`src/rtl/zmem_reader_if.sv`:
```
// Bundle of control, Z-memory read port and result stream signals for zmem_reader.
// The master modport is the reader; the slave modport is its environment.
interface zmem_reader_if #(
    parameter int DATA_W = 16,
    parameter int ADDR_W = 6
);
    logic              start_i;
    logic [ADDR_W-1:0] zlen_i;
    logic              zmem_rd_o;
    logic [ADDR_W-1:0] zmem_addr_o;
    logic [DATA_W-1:0] zmem_data_i;
    logic [DATA_W-1:0] data_o;
    logic              valid_o;
    logic              ready_i;
    logic              busy_o;
    logic              done_o;

    modport master (
        input  start_i, zlen_i, zmem_data_i, ready_i,
        output zmem_rd_o, zmem_addr_o, data_o, valid_o, busy_o, done_o
    );

    modport slave (
        output start_i, zlen_i, zmem_data_i, ready_i,
        input  zmem_rd_o, zmem_addr_o, data_o, valid_o, busy_o, done_o
    );
endinterface

```
`src/rtl/zmem_reader.sv`:
```
// Streams zlen words out of the Z result memory through a 2-entry FIFO
// with ready/valid backpressure.
//
// state | meaning
// IDLE  | waiting for start
// READ  | issuing memory reads
// DRAIN | all reads issued, FIFO or in-flight read not yet empty
// DONE  | one cycle, done pulse
module zmem_reader #(
    parameter int DATA_W = 16,
    parameter int ADDR_W = 6
) (
    input logic          clk,
    input logic          rstn,
    zmem_reader_if.master bus
);
    typedef enum logic [1:0] {IDLE, READ, DRAIN, DONE} state_t;

    state_t            state, state_nxt;
    logic [ADDR_W-1:0] addr_q;
    logic [ADDR_W-1:0] zlen_q;
    logic              inflight_q;
    logic [DATA_W-1:0] fifo_mem [2];
    logic              wr_ptr, rd_ptr;
    logic [1:0]        occ;
    logic              start_acc;
    logic              rd, pop, push, last_rd;
    logic [2:0]        credit;

    assign start_acc = (state == IDLE) && bus.start_i;
    assign push      = inflight_q;
    assign pop       = (occ != 2'd0) && bus.ready_i;
    // Words already owned (buffered or in flight) after this cycle's pop.
    assign credit    = {1'b0, occ} + {2'b00, inflight_q} - {2'b00, pop};
    assign rd        = (state == READ) && (credit < 3'd2);
    assign last_rd   = rd && (addr_q == zlen_q - ADDR_W'(1));

    always_ff @(posedge clk or negedge rstn) begin
        if (!rstn) begin
            state <= IDLE;
        end else begin
            state <= state_nxt;
        end
    end

    always_comb begin
        state_nxt = state;
        case (state)
            IDLE: begin
                if (bus.start_i) begin
                    state_nxt = (bus.zlen_i == '0) ? DONE : READ;
                end
            end
            READ: begin
                if (last_rd) begin
                    state_nxt = DRAIN;
                end
            end
            DRAIN: begin
                if (pop && (occ == 2'd1) && !inflight_q) begin
                    state_nxt = DONE;
                end
            end
            DONE: begin
                state_nxt = IDLE;
            end
            default: begin
                state_nxt = IDLE;
            end
        endcase
    end

    always_ff @(posedge clk or negedge rstn) begin
        if (!rstn) begin
            addr_q     <= '0;
            zlen_q     <= '0;
            inflight_q <= 1'b0;
        end else begin
            inflight_q <= rd;
            if (start_acc) begin
                addr_q <= '0;
                zlen_q <= bus.zlen_i;
            end else if (rd) begin
                addr_q <= addr_q + ADDR_W'(1);
            end else if (state == DONE) begin
                addr_q <= '0;
            end
        end
    end

    always_ff @(posedge clk or negedge rstn) begin
        if (!rstn) begin
            fifo_mem[0] <= '0;
            fifo_mem[1] <= '0;
            wr_ptr      <= 1'b0;
            rd_ptr      <= 1'b0;
            occ         <= 2'd0;
        end else begin
            if (push) begin
                fifo_mem[wr_ptr] <= bus.zmem_data_i;
                wr_ptr           <= ~wr_ptr;
            end
            if (pop) begin
                rd_ptr <= ~rd_ptr;
            end
            occ <= occ + {1'b0, push} - {1'b0, pop};
        end
    end

    assign bus.zmem_rd_o   = rd;
    assign bus.zmem_addr_o = addr_q;
    assign bus.valid_o     = (occ != 2'd0);
    assign bus.data_o      = (occ != 2'd0) ? fifo_mem[rd_ptr] : '0;
    assign bus.busy_o      = (state == READ) || (state == DRAIN);
    assign bus.done_o      = (state == DONE);
endmodule

```
`src/flat_wrapper.sv`:
```
// flat-port wrapper written by rule: the top's interface ports become plain ports
module zmem_reader_flat 
#(
    parameter int DATA_W = 16,
    parameter int ADDR_W = 6
)
  (clk, rstn, bus_start_i, bus_zlen_i, bus_zmem_data_i, bus_ready_i, bus_zmem_rd_o, bus_zmem_addr_o, bus_data_o, bus_valid_o, bus_busy_o, bus_done_o);
  zmem_reader_if #(.DATA_W(DATA_W), .ADDR_W(ADDR_W)) bus_i ();
  input logic clk;
  input logic rstn;
  input wire logic [$bits(bus_i.start_i)-1:0] bus_start_i;
  input wire logic [$bits(bus_i.zlen_i)-1:0] bus_zlen_i;
  input wire logic [$bits(bus_i.zmem_data_i)-1:0] bus_zmem_data_i;
  input wire logic [$bits(bus_i.ready_i)-1:0] bus_ready_i;
  output wire logic [$bits(bus_i.zmem_rd_o)-1:0] bus_zmem_rd_o;
  output wire logic [$bits(bus_i.zmem_addr_o)-1:0] bus_zmem_addr_o;
  output wire logic [$bits(bus_i.data_o)-1:0] bus_data_o;
  output wire logic [$bits(bus_i.valid_o)-1:0] bus_valid_o;
  output wire logic [$bits(bus_i.busy_o)-1:0] bus_busy_o;
  output wire logic [$bits(bus_i.done_o)-1:0] bus_done_o;
  assign bus_i.start_i = bus_start_i;
  assign bus_i.zlen_i = bus_zlen_i;
  assign bus_i.zmem_data_i = bus_zmem_data_i;
  assign bus_i.ready_i = bus_ready_i;
  assign bus_zmem_rd_o = bus_i.zmem_rd_o;
  assign bus_zmem_addr_o = bus_i.zmem_addr_o;
  assign bus_data_o = bus_i.data_o;
  assign bus_valid_o = bus_i.valid_o;
  assign bus_busy_o = bus_i.busy_o;
  assign bus_done_o = bus_i.done_o;
  zmem_reader #(.DATA_W(DATA_W), .ADDR_W(ADDR_W)) u_core (.clk(clk), .rstn(rstn), .bus(bus_i));
endmodule
```
`config.mk`:
```
export PLATFORM = sky130hd
export DESIGN_NAME = zmem_reader_flat
export DESIGN_NICKNAME = d
export VERILOG_FILES = /design/src/rtl/zmem_reader_if.sv /design/src/rtl/zmem_reader.sv /design/src/flat_wrapper.sv
export SDC_FILE = /design/constraint.sdc
export NUM_CORES = 1
export LEC_CHECK = 0
export ABC_AREA = 1
export CELL_PAD_IN_SITES_DETAIL_PLACEMENT = 0
export CELL_PAD_IN_SITES_GLOBAL_PLACEMENT = 1
export CORE_ASPECT_RATIO = 1.5
export CORE_MARGIN = 1
export CORE_UTILIZATION = 46
export DETAILED_ROUTE_END_ITERATION = 7
export DONT_BUFFER_PORTS = 1
export PLACE_DENSITY = 0.76
export REMOVE_ABC_BUFFERS = 1
export SLEW_MARGIN = 20
export SYNTH_ARGS = -nofsm -noshare
export SYNTH_HDL_FRONTEND = slang
export SYNTH_SLANG_ARGS = --single-unit
```
`constraint.sdc`:
```
create_clock -name clk -period 2.68 [get_ports clk]
set_input_delay 0.134 -clock clk [delete_from_list [all_inputs] [get_ports clk]]
set_output_delay 0.134 -clock clk [all_outputs]
set_load 0.1 [all_outputs]
```
==> implementation parameters <==
Parameter                              Value

Status
  Outcome    completed

Drt
  Drt first-iter violations    61
  DR DRC count    0
  Antenna-violating nets left    0
  WL final    5750 microns
  Vias per cell    4.84
  Overall via count from detail_route    2171
  Post-detailed-route wirelength per cell    12.8 microns
  Detailed Routing Iterations Pass 1    4

Logic synthesis
  Yosys warning total    0
  Number of storage elements in the synthesis netlist    51
  Post-synthesis instance total    330
  Syn avg cell area    8.12 sq um
  Cell area after technology mapping    0.00268 sq mm
  Count of distinct cell types in the synthesized netlist    30
  Fraction of the yosys area taken by sequential cells    47.6%

Floorplan
  Horizontal die dimension    64.3 microns
  Starting density of the core    48.4%
  Core Rows    33
  CORE AREA    0.00553 sq mm
  IO Count    52
  Y dimension of the die    95.5 microns
  Area enclosed by the die boundary    0.00614 sq mm

Timing
  Final clock skew    0.0110 ns
  FMAX    391 MHz
  Final hold violations    0
  Min Clock Period, post-route    2.56 ns
  Count of final max-slew check failures    0
  Worst hold slack after final layout    0.00533 ns
  Slew at the pin closest to its max-slew limit    1.01 ns
  Final count of negative-setup-slack endpoints    0
  Ratio of final minimum period to clock period    95.5%
  Unrepaired setup endpoints after global routing    yes
  Total Negative Setup Slacks    0 ns
  Relative slew slack    32.7%

Clock network
  Clock Pin Slew Worst Setup and Hold Paths    0.09 ns
  Max Root-Sink Buffers    2
  Clock latency on the worst-skew pair    0.30 ns
  Clock Tree Root    sky130_fd_sc_hd__clkbuf_8
  CTS Buf Count    5
  H-tree lvl count    2
  Clock tree from TritonCTS    built
  Number of sinks on the clock net    51

Finish
  Layout overhead on the synthesized area    26.2%
  Fraction of final layout cells with drive strength greater than 1    22.4%
  # nets final    413
  Antenna diode count    0
  Design Area, Final    0.00338 sq mm

Worst setup path
  Maximum fanout along the worst path    3
  Category of the worst setup path capture point    output port
  Required arrival time at the worst endpoint    2.55 ns
  Critical Setup Path Class    register to output port
  Setup slack of the worst register-to-register path    0.21 ns
  Worst path arrival time    2.43 ns
  Reg2Reg Depth    16
  Launching element type of the critical path    register

Global route
  Via count of the first global-routing pass    2245
  Grt total ovfl    0
  Initial antenna violation count    0
  Largest net degree at the start of global routing    52
  GRT Resource Usage Total    20.7%
  First-pass GRT wire length    9740 microns

Hold path
  Worst hold path type    primary input to register
  Worst Hold Path Cells    2

Run
  Max-cap viol count    0

Place
  Global placement routability congestion    0.760
  Number of input and output port buffers inserted    0
  Post-place instance area    0.00297 sq mm
  Half-perimeter wire length after placement    3890 microns
==> synthesized netlist by cell type <==
master,count,area [sq um]
sky130_fd_sc_hd__inv_2,3,11.3
sky130_fd_sc_hd__inv_1,43,161
sky130_fd_sc_hd__o22ai_1,5,31.3
sky130_fd_sc_hd__xor2_1,6,52.6
sky130_fd_sc_hd__nand3_1,9,45.0
sky130_fd_sc_hd__dfrtp_1,51,1280
sky130_fd_sc_hd__fa_1,1,20.0
sky130_fd_sc_hd__buf_2,3,15.0
sky130_fd_sc_hd__nand3_2,1,10.0
sky130_fd_sc_hd__nor3_1,1,5.00
sky130_fd_sc_hd__nor2_1,8,30.0
sky130_fd_sc_hd__nor2_2,1,6.26
sky130_fd_sc_hd__a22oi_2,1,12.5
sky130_fd_sc_hd__nor2_4,1,11.3
sky130_fd_sc_hd__nand4_1,1,6.26
sky130_fd_sc_hd__o21ai_0,22,110
sky130_fd_sc_hd__clkbuf_1,6,22.5
sky130_fd_sc_hd__nand2_1,110,413
sky130_fd_sc_hd__xnor2_1,4,35.0
sky130_fd_sc_hd__o21ai_2,11,96.3
sky130_fd_sc_hd__or2_2,1,6.26
sky130_fd_sc_hd__o21ai_1,6,30.0
sky130_fd_sc_hd__nand2_2,2,12.5
sky130_fd_sc_hd__clkinv_1,1,3.75
sky130_fd_sc_hd__ha_1,8,100
sky130_fd_sc_hd__or2_1,1,6.26
sky130_fd_sc_hd__nor3_4,1,16.3
sky130_fd_sc_hd__a32o_1,1,10.0
sky130_fd_sc_hd__buf_6,3,33.8
sky130_fd_sc_hd__a21oi_1,18,90.1
==> registers in the layout, summed over array words and instances (netlist names) <==
| name | flops |
|---|---|
| u_core.zlen_q | 6 |
| u_core.occ | 2 |
| u_core.rd_ptr | 1 |
| u_core.wr_ptr | 1 |
| u_core.state | 2 |
| u_core.inflight_q | 1 |
| u_core.bus.zmem_addr_o | 6 |
| u_core.fifo_mem | 32 |
==> area by class of cell <==
class	instances	area [sq um]
clock inverter	3	46.3
timing repair buffer	53	484
sequential	51	1280
clock buffer	5	68.8
tap	70	87.6
multi-input combinational	220	1240
inverter	47	176
fill	523	2150
==> metal layers <==
layer  global-route usage (%)  vias up  part of all wire, %
li1                         -     1122                    -
met2                     40.2       40                   55
met3                     4.43        4                  3.5
met1                     21.9     1005                   40
met4                     6.11        0                 0.90
met5                        0        -                    0
==> cells in the final DEF (no fill, tap or decap), types with 2 or more instances in the layout <==
cell type / instances
sky130_fd_sc_hd__nand2_1: 107
sky130_fd_sc_hd__dfrtp_1: 51
sky130_fd_sc_hd__inv_1: 42
sky130_fd_sc_hd__buf_4: 30
sky130_fd_sc_hd__o21ai_0: 22
sky130_fd_sc_hd__dlygate4sd3_1: 20
sky130_fd_sc_hd__a21oi_2: 16
sky130_fd_sc_hd__o21ai_2: 11
sky130_fd_sc_hd__nand3_1: 9
sky130_fd_sc_hd__nor2_1: 8
sky130_fd_sc_hd__ha_1: 7
sky130_fd_sc_hd__o21ai_1: 6
sky130_fd_sc_hd__xor2_1: 5
sky130_fd_sc_hd__o22ai_1: 5
sky130_fd_sc_hd__clkbuf_8: 5
sky130_fd_sc_hd__inv_2: 4
sky130_fd_sc_hd__xnor2_1: 4
sky130_fd_sc_hd__nand2_2: 3
sky130_fd_sc_hd__nand2_4: 2
sky130_fd_sc_hd__a21oi_1: 2
==> final timing paths <==
kind | start | endpoint
max in group asynchronous | rstn | u_core.occ[0]
setup reg to reg | u_core.occ[1] | u_core.state[1]
hold reg to reg | u_core.fifo_mem[31] | u_core.fifo_mem[31]
min in group asynchronous | rstn | u_core.fifo_mem[26]
setup / recovery | u_core.occ[1] | bus_zmem_rd_o
hold / removal | bus_zmem_data_i[15] | u_core.fifo_mem[31]
==> worst max-delay path, cell delays in order, from the launching register on <==
cell                      delay, ns
sky130_fd_sc_hd__dfrtp_1       0.42
sky130_fd_sc_hd__inv_2         0.11
sky130_fd_sc_hd__nand2_4       0.06
sky130_fd_sc_hd__nand2_4       0.09
sky130_fd_sc_hd__xor2_2        0.13
sky130_fd_sc_hd__ha_2          0.19
sky130_fd_sc_hd__inv_2         0.04
sky130_fd_sc_hd__fa_1          0.54
sky130_fd_sc_hd__nand2_2       0.08
sky130_fd_sc_hd__nor3_4        0.20
sky130_fd_sc_hd__buf_6         0.26
==> cells by family (layout without fill, tap and decap cells) <==
kind of cell	after synthesis	after routing	synth area share (%)
AO/OA/AOI/OAI	64	64	14.2
flip-flops	51	51	47.6
adder cells (fa/ha/maj)	9	9	4.48
AND/OR/NAND/NOR	137	137	21.2
buffers and inverters	59	108	9.24
XOR/XNOR	10	10	3.27
==> what timing repair did <==
action                                  in CTS  in global routing
hold buffers                                21                  0
buffers inserted                             0                  5
endpoints found under the hold margin       74                  0
gates resized for setup                      1                  8
endpoints found under the setup margin       1                  3
cloned                                       0                  0
pin swaps                                    0                 10
==> stage by stage <==
stage	setup slack [ns]	cells	util [%]
3_5_place_dp	0.177	415	53.7
5_1_grt	-0.0159	449	61.1
2_1_floorplan	-0.805	318	-
3_3_place_gp	0.267	415	53.7
4_1_cts	0.0157	444	60.0
6_report	0.120	449	61.1
Power is left out: the tool's default activity adds up to more than one toggle a clock period on the data nets, which glitch-free logic cannot reach.
